==> src/rtl/reg_writeback_queue.sv <==
// In-order writeback queue: two producers enqueue results, which drain onto a
// two-port register file, with a combinational forwarding lookup over queued entries.
`ifndef WORD_LENGTH
`define WORD_LENGTH 32
`endif

module reg_writeback_queue #(
    parameter int SIZE  = 16,
    parameter int WIDTH = `WORD_LENGTH,
    parameter int DEPTH = 4
) (
    input  logic                       clk,
    input  logic                       rst,
    input  logic                       inValidA,
    output logic                       inReadyA,
    input  logic [$clog2(SIZE)-1:0]    inAddrA,
    input  logic [WIDTH-1:0]           inDataA,
    input  logic                       inValidB,
    output logic                       inReadyB,
    input  logic [$clog2(SIZE)-1:0]    inAddrB,
    input  logic [WIDTH-1:0]           inDataB,
    input  logic                       drainEnable,
    output logic                       writeEnable1,
    output logic [$clog2(SIZE)-1:0]    writeAddr1,
    output logic [WIDTH-1:0]           writeData1,
    output logic                       writeEnable2,
    output logic [$clog2(SIZE)-1:0]    writeAddr2,
    output logic [WIDTH-1:0]           writeData2,
    input  logic [$clog2(SIZE)-1:0]    lookupAddr,
    output logic                       lookupHit,
    output logic [WIDTH-1:0]           lookupData,
    output logic [$clog2(DEPTH):0]     count,
    output logic                       empty
);
    localparam int AW = $clog2(SIZE);
    localparam int PW = $clog2(DEPTH);
    localparam int CW = PW + 1;

    logic [PW-1:0]    head, tail, head1, idx;
    logic [CW-1:0]    count_q, free, retire, nstore;
    logic             ent_valid [DEPTH];
    logic [AW-1:0]    ent_addr  [DEPTH];
    logic [WIDTH-1:0] ent_data  [DEPTH];
    logic             store_a, store_b;

    assign count    = count_q;
    assign empty    = (count_q == '0);
    assign free     = CW'(DEPTH) - count_q;
    assign inReadyA = (free >= CW'(1));
    assign inReadyB = (free >= CW'(2));
    assign head1    = head + PW'(1);

    // Register 0 writes complete the handshake but never occupy a slot.
    assign store_a = inValidA && inReadyA && (inAddrA != '0);
    assign store_b = inValidB && inReadyB && (inAddrB != '0);
    assign nstore  = CW'(store_a) + CW'(store_b);

    always_comb begin
        writeEnable1 = 1'b0;
        writeAddr1   = '0;
        writeData1   = '0;
        writeEnable2 = 1'b0;
        writeAddr2   = '0;
        writeData2   = '0;
        retire       = '0;
        if (drainEnable && count_q != '0) begin
            if (count_q == CW'(1)) begin
                writeEnable1 = 1'b1;
                writeAddr1   = ent_addr[head];
                writeData1   = ent_data[head];
                retire       = CW'(1);
            end else if (ent_addr[head] != ent_addr[head1]) begin
                writeEnable1 = 1'b1;
                writeAddr1   = ent_addr[head];
                writeData1   = ent_data[head];
                writeEnable2 = 1'b1;
                writeAddr2   = ent_addr[head1];
                writeData2   = ent_data[head1];
                retire       = CW'(2);
            end else begin
                // Same destination: the younger value supersedes, older is dropped.
                writeEnable1 = 1'b1;
                writeAddr1   = ent_addr[head1];
                writeData1   = ent_data[head1];
                retire       = CW'(2);
            end
        end
    end

    always_comb begin
        lookupHit  = 1'b0;
        lookupData = '0;
        idx        = '0;
        if (lookupAddr != '0) begin
            for (int unsigned i = 0; i < DEPTH; i++) begin
                idx = head + PW'(i);
                if (i < 32'(count_q) && ent_valid[idx] && ent_addr[idx] == lookupAddr) begin
                    lookupHit  = 1'b1;
                    lookupData = ent_data[idx];
                end
            end
        end
    end

    always_ff @(posedge clk or negedge rst) begin
        if (!rst) begin
            head    <= '0;
            tail    <= '0;
            count_q <= '0;
            for (int unsigned i = 0; i < DEPTH; i++) begin
                ent_valid[i] <= 1'b0;
                ent_addr[i]  <= '0;
                ent_data[i]  <= '0;
            end
        end else begin
            if (retire != '0) ent_valid[head] <= 1'b0;
            if (retire == CW'(2)) ent_valid[head1] <= 1'b0;
            if (store_a) begin
                ent_valid[tail] <= 1'b1;
                ent_addr[tail]  <= inAddrA;
                ent_data[tail]  <= inDataA;
            end
            if (store_b) begin
                ent_valid[tail + PW'(store_a)] <= 1'b1;
                ent_addr[tail + PW'(store_a)]  <= inAddrB;
                ent_data[tail + PW'(store_a)]  <= inDataB;
            end
            head    <= head + PW'(retire);
            tail    <= tail + PW'(nstore);
            count_q <= count_q + nstore - retire;
        end
    end
endmodule
==> config.mk <==
export PLATFORM = sky130hd
export DESIGN_NAME = reg_writeback_queue
export DESIGN_NICKNAME = d
export VERILOG_FILES = /design/src/rtl/reg_writeback_queue.sv
export SDC_FILE = /design/constraint.sdc
export NUM_CORES = 1
export LEC_CHECK = 0
export BUFFER_PORTS_ARGS = -buffer_cell sky130_fd_sc_hd__buf_4
export CAP_MARGIN = 20
export CORE_AREA = 3 3 201 203
export DETAILED_ROUTE_END_ITERATION = 6
export DIE_AREA = 0 0 204 206
export SYNTH_ARGS = -nofsm -noshare
export SYNTH_HDL_FRONTEND = slang
export SYNTH_SLANG_ARGS = --single-unit
export TNS_END_PERCENT = 20
==> constraint.sdc <==
create_clock -name clk -period 6.9 [get_ports clk]
set_input_delay 1.38 -clock clk [delete_from_list [all_inputs] [get_ports clk]]
set_output_delay 1.38 -clock clk [all_outputs]
set_load 0.01 [all_outputs]
Word level (Yosys, flattened, before mapping)
Index checks and enable logic that the tools add are counted.

word-level totals
  bits in registers = 155
  input port bits = 81
  logic and storage cells = 175

operators by class
  add/sub/neg operators = 10
  order comparisons = 16
  equality and inequality tests = 7
  mux-type cells = 92
  bitwise operators = 12
  reductions and logical operators = 23

operators with widths
  cell                                                count
  two-way mux 32 bit                                  21
  binary-select mux 32 bit (select 2 bit)             4
  bitwise mux 128 bit                                 2
  two-way mux 128 bit                                 2
  demux 32 bit (select 2 bit)                         2
  two-way mux 4 bit                                   20
  binary-select mux 4 bit (select 2 bit)              4
  bitwise mux 16 bit                                  2
  two-way mux 16 bit                                  2
  two-way mux 1 bit                                   21
  >= comparator 3 bit, second input constant          6
  NOT 2 -> 3 bit                                      6
  logical AND 1 bit                                   17
  demux 4 bit (select 2 bit)                          2
  equality test 4 bit                                 4
  < comparator 3 x 1 -> 1 bit, second input constant  4
  nonzero test 4 bit                                  3
  bitwise AND 4 bit                                   2
  binary-select mux 1 bit (select 2 bit)              4
  demux 1 bit (select 2 bit)                          4
  NOT 4 bit                                           2
  OR 4 bit                                            2
  < comparator 1 x 3 -> 1 bit, first input constant   2
  < comparator 2 x 3 -> 1 bit, first input constant   2
  16 further kinds                                    20

Depth between registers and ports, before layout
  depth in word-level cells = 14
  mapped depth = 15
  depth with buffers taken out = 14

Worst setup path after synthesis
OpenSTA, ideal clock, no wires.

  path kind = reg-to-output
  from = register head[1]
  to = output lookupData[26]
  data arrival time = 3924 ps
  data required time = 5520 ps
  setup slack = 1596 ps
  stages on the path, launching flop included = 16
  cell sequence = dfrtp_1 clkbuf_1 buf_2 buf_2 buf_1 inv_1 ha_1 buf_2 mux4_1 xnor2_1 and3_1 buf_2 nand2_1 buf_2 a221oi_2 o221a_1

between the ends
  cells in the longest elaborated chain, start to end = 11
  elaborated cells on any way between the ends = 60
  those cells by class = 3 x add/sub; 4 x eq/ne; 41 x mux; 4 x bitwise; 8 x reduce/logical

RTL lines
  element                                                                              line        source
  start, declared                                                                      39          logic [PW-1:0] head, tail, head1, idx;
  start signal, assigned                                                               128         head <= head + PW'(retire);
  adder 2 x 1 -> 2 bit / NOT 2 -> 3 bit (equally long branches)                        96, 97, 99
  NOT 2 -> 3 bit (implied by the code) (tied with other cells)                         97, 99
  binary-select mux 4 bit (select 2 bit) (tied with other cells)                       97          if (i < 32'(count_q) && ent_valid[idx] && ent_addr[idx] == lookupAddr) begin
  two-way mux 4 bit (implied by the code) / two-way mux 1 bit (equally long branches)  97
  two-way mux 4 bit (implied by the code) (tied with other cells)                      97
  equality test 4 bit / logical AND 1 bit (equally long branches)                      97
  logical AND 1 bit / two-way mux 32 bit (equally long branches)                       97
  two-way mux 32 bit (2 in a row)                                                      97
  two-way mux 32 bit (*)                                                               97
  two-way mux 32 bit (*)                                                               94          if (lookupAddr != '0) begin
  end, declared                                                                        31          output logic [WIDTH-1:0] lookupData,

Mark *: on every way between the ends. The rest lies on a longest branch, timed or not. The select of a mux whose other input is x is not followed.

Final worst setup path
  from = register head[0]
  to = output lookupData[26]

The elaborated chain is that of the path after synthesis.

==> summary.md <==
| Metric | Value |
|---|---|
| Reg2reg start | count[0] |
| Largest net degree at the start of global routing | roughly 100 |
| Internal power consumption | about 5400 µW |
| Startpoint Class | flop |
| 1st-pass router iterations | 7 |
| Worst-skew pair later-pin latency | between 400 and 500 ps |
| Wire per inst | 24.2 µm |
| Util after Layout | 41.0% |
| WHS Path Cells | 2 |
| Post-CTS Setup Bufs | 0 |
| # resized after CTS | 0 |
| Setup_tns | 0 ps |
| Number of flops mapped to enable cells by yosys | 0 |
| H-tree Lvls | 4 |
| Antenna Nets Post-Route | 0 |
| Vias in the first global route | 11456 |
| Commonest non-fill, non-tap cell in the layout | buf_4 |
| Fraction of final layout cells sized beyond drive strength 1 | 32.5% |
| Asr flop ratio synth | 100% |
| I/O pin cnt | 194 |
| Hold-fix buffers, CTS | 0 |
| R2R cell count | 10 |
| Area Overhead vs Synth | 17.1% |
| Synth Net Count | roughly 1400 |
| # DRC | 2 |
| Routed wire length | ~47000 µm |
| Routed vias/inst | 6.02 |
| Reg-to-Reg End | ent_data[85] |
| First-pass GRT wire length | 71900 µm |
| Via count | between 10000 and 15000 |
| FF+latch count, synth | approximately 160 |
| Failing checks | DRC |
| Final setup viols | 0 |
| Logic pwr share | 71.8% |
| DIE HEIGHT | 206 µm |
| Root buf cell | clkbuf_16 |
| Crit path DAT | 4680 ps |
| First DRT Iteration DRCs | 1294 |
| Cell Pwr Density | 664 nW/µm² |
| Worst Tran Pin Value | between 1000 and 1500 ps |
| Most frequent cells in the layout | buf_4 (214), dfrtp_1 (153), mux2i_1 (144), mux4_2 (139), o21ai_0 (122) |
| Max-slew headroom | about a quarter |
| HPWL Detailed | 30600 µm |
| Leak Pwr | 0.00628 µW |
| VDD IR max | 0.367 mV |
| Register area share after synthesis | 28.7% |
| Clk sinks | roughly 160 |
| Final period util | 87.8% |
| Final min period | 6060 ps |
| Hold path endpoint | ent_valid[3] |
| Fmax | 165 MHz |
| Num CTS Buffers | 17 |
| CP required | between 5000 and 6000 ps |
| Place WS | 1360 ps |
| Status | finished, violations left |
| # nets final | 1512 |
| Clock skew | 6.22 ps |
| Post-synthesis instance total | 1317 |
| Switching part of the total | between 40% and 50% |
| CTS tree | yes |
| Max-slew violations | 0 |
| Max-cap violations | 0 |
| Starting Density | a little over a third |
| Switching pwr | 5110 µW |
| Crit Path Category | flop to output pin |
| HP Class | flop to flop |
| Die Area | 42000 µm² |
| Clock Power Share | between 8 and 9% |
| Synth cell types | 46 |
| Worst setup EP type | output pin |
| Clock Pin Slew Worst Setup and Hold Paths | ~60 ps |
| Antenna violations before repair | 7 |
| Mean post-synth cell area | about 10 µm² |
| YS warnings | 0 |
| Die Width | between 200 and 250 µm |
| RSZ-0062 raised after global routing | no |
| Seq pwr share | 19.7% |
| Grt total ovfl | 0 |
| Gr usage total | between 20 and 25% |
| Top_reg_cell synth | dfrtp_1 |
| Worst hold start | ent_valid[3] |
| R2R Setup Slk | ~2800 ps |
| Setup WS post-layout | around 840 ps |
| Final hold viol count | 0 |
| Placer Congestion | between 0.8 and 0.9 |
| Cell area after synthesis | approximately 14000 µm² |
| Row count | slightly above 70 |
| Clk buf depth | 2 |
| Worst Path Max Fanout | 33 |
| Core area | between 30000 and 40000 µm² |
| Port bufs | 193 |
cell usage after synthesis, types with 14 or more instances:
| master | instances | area (µm²) |
|---|---|---|
| a21oi_1 | 109 | 546 |
| a221oi_2 | 28 | 420 |
| and2_1 | 39 | 244 |
| buf_2 | 40 | 200 |
| clkbuf_1 | 85 | 319 |
| dfrtp_1 | 155 | 3880 |
| ha_1 | 14 | 175 |
| inv_1 | 43 | 161 |
| mux2i_1 | 144 | 1440 |
| mux4_2 | 139 | 3130 |
| nand2_1 | 115 | 432 |
| nand3_1 | 72 | 360 |
| nor2_1 | 81 | 304 |
| o21ai_0 | 122 | 611 |
| o21ai_1 | 17 | 85.1 |
| o221a_2 | 24 | 270 |
| xor2_1 | 18 | 158 |
per-layer routing:
| layer | part of all wire, % | track usage (%) | wire length, µm | vias to the layer above |
|---|---|---|---|---|
| li1 | - | - | - | 5170 |
| met1 | 41 | 29.3 | 19400 | 5941 |
| met2 | 47 | 35.7 | 22200 | 500 |
| met3 | 7.8 | 5.28 | 3690 | 97 |
| met4 | 3.5 | 8.92 | 1630 | 12 |
| met5 | 0.16 | 0 | 73 | - |
area by class of cell:
cell class,instances,area (µm²)
diodes,1,2.50
clock buffers,21,470
clock inverters,10,68.8
fillers,3753,22800
inverters,43,161
multi-input cells,983,8990
flip-flops and latches,155,3890
well taps,518,648
repair buffers,215,1620
kinds of logic after synthesis:
family          count (synthesis)  synth area share [%]
compound gates                317                  15.5
mux                           291                  35.4
fa+ha+maj                      16                  1.59
simple gates                  328                  11.1
xor+xnor                       31                  2.01
flops                         155                  28.7
buf+inv                       179                  5.76
worst max path at each step:
stage / startpoint / end / depth (start not counted)
after floorplan: head[1] / lookupData[26] / 15
after global placement: head[0] / lookupData[23] / 9
after detailed placement: head[0] / lookupData[26] / 9
after CTS: head[0] / lookupData[26] / 9
after global routing: head[0] / lookupData[3] / 9
final: head[0] / lookupData[26] / 9
stage by stage:
step	cells	hold slack, ps	cell area, µm²	power (µW)
floorplan	1317	510	13500	7100
global placement	1914	581	15300	9440
detailed placement	1914	574	15300	9590
CTS	1945	588	15800	10500
global route	1945	632	15800	11200
finish	1946	592	15800	10500
registers in the layout, summed over array words and instances, names as in the netlist:
name       count
count          3
ent_addr      16
ent_data     128
ent_valid      4
head           2
tail           2
power by group through the flow:
| stage | Combinational, µW | Sequential (µW) | Clock [µW] |
|---|---|---|---|
| detailed placement | 7530 | 2060 | 0 |
| global route | 8120 | 2170 | 949 |
| global placement | 7420 | 2010 | 0 |
| finish | 7560 | 2080 | 888 |
| floorplan | 5330 | 1780 | 0 |
| CTS | 7540 | 2060 | 907 |
worst max-delay path: stages (launching register included):
cell	delay (ps)
dfrtp_4	760
inv_1	190
ha_4	450
mux4_1	670
xnor2_1	270
nand3_2	720
o21ai_0	490
a221oi_2	100
o221a_1	380
buf_4	170
(Power assumes the default switching activity.)
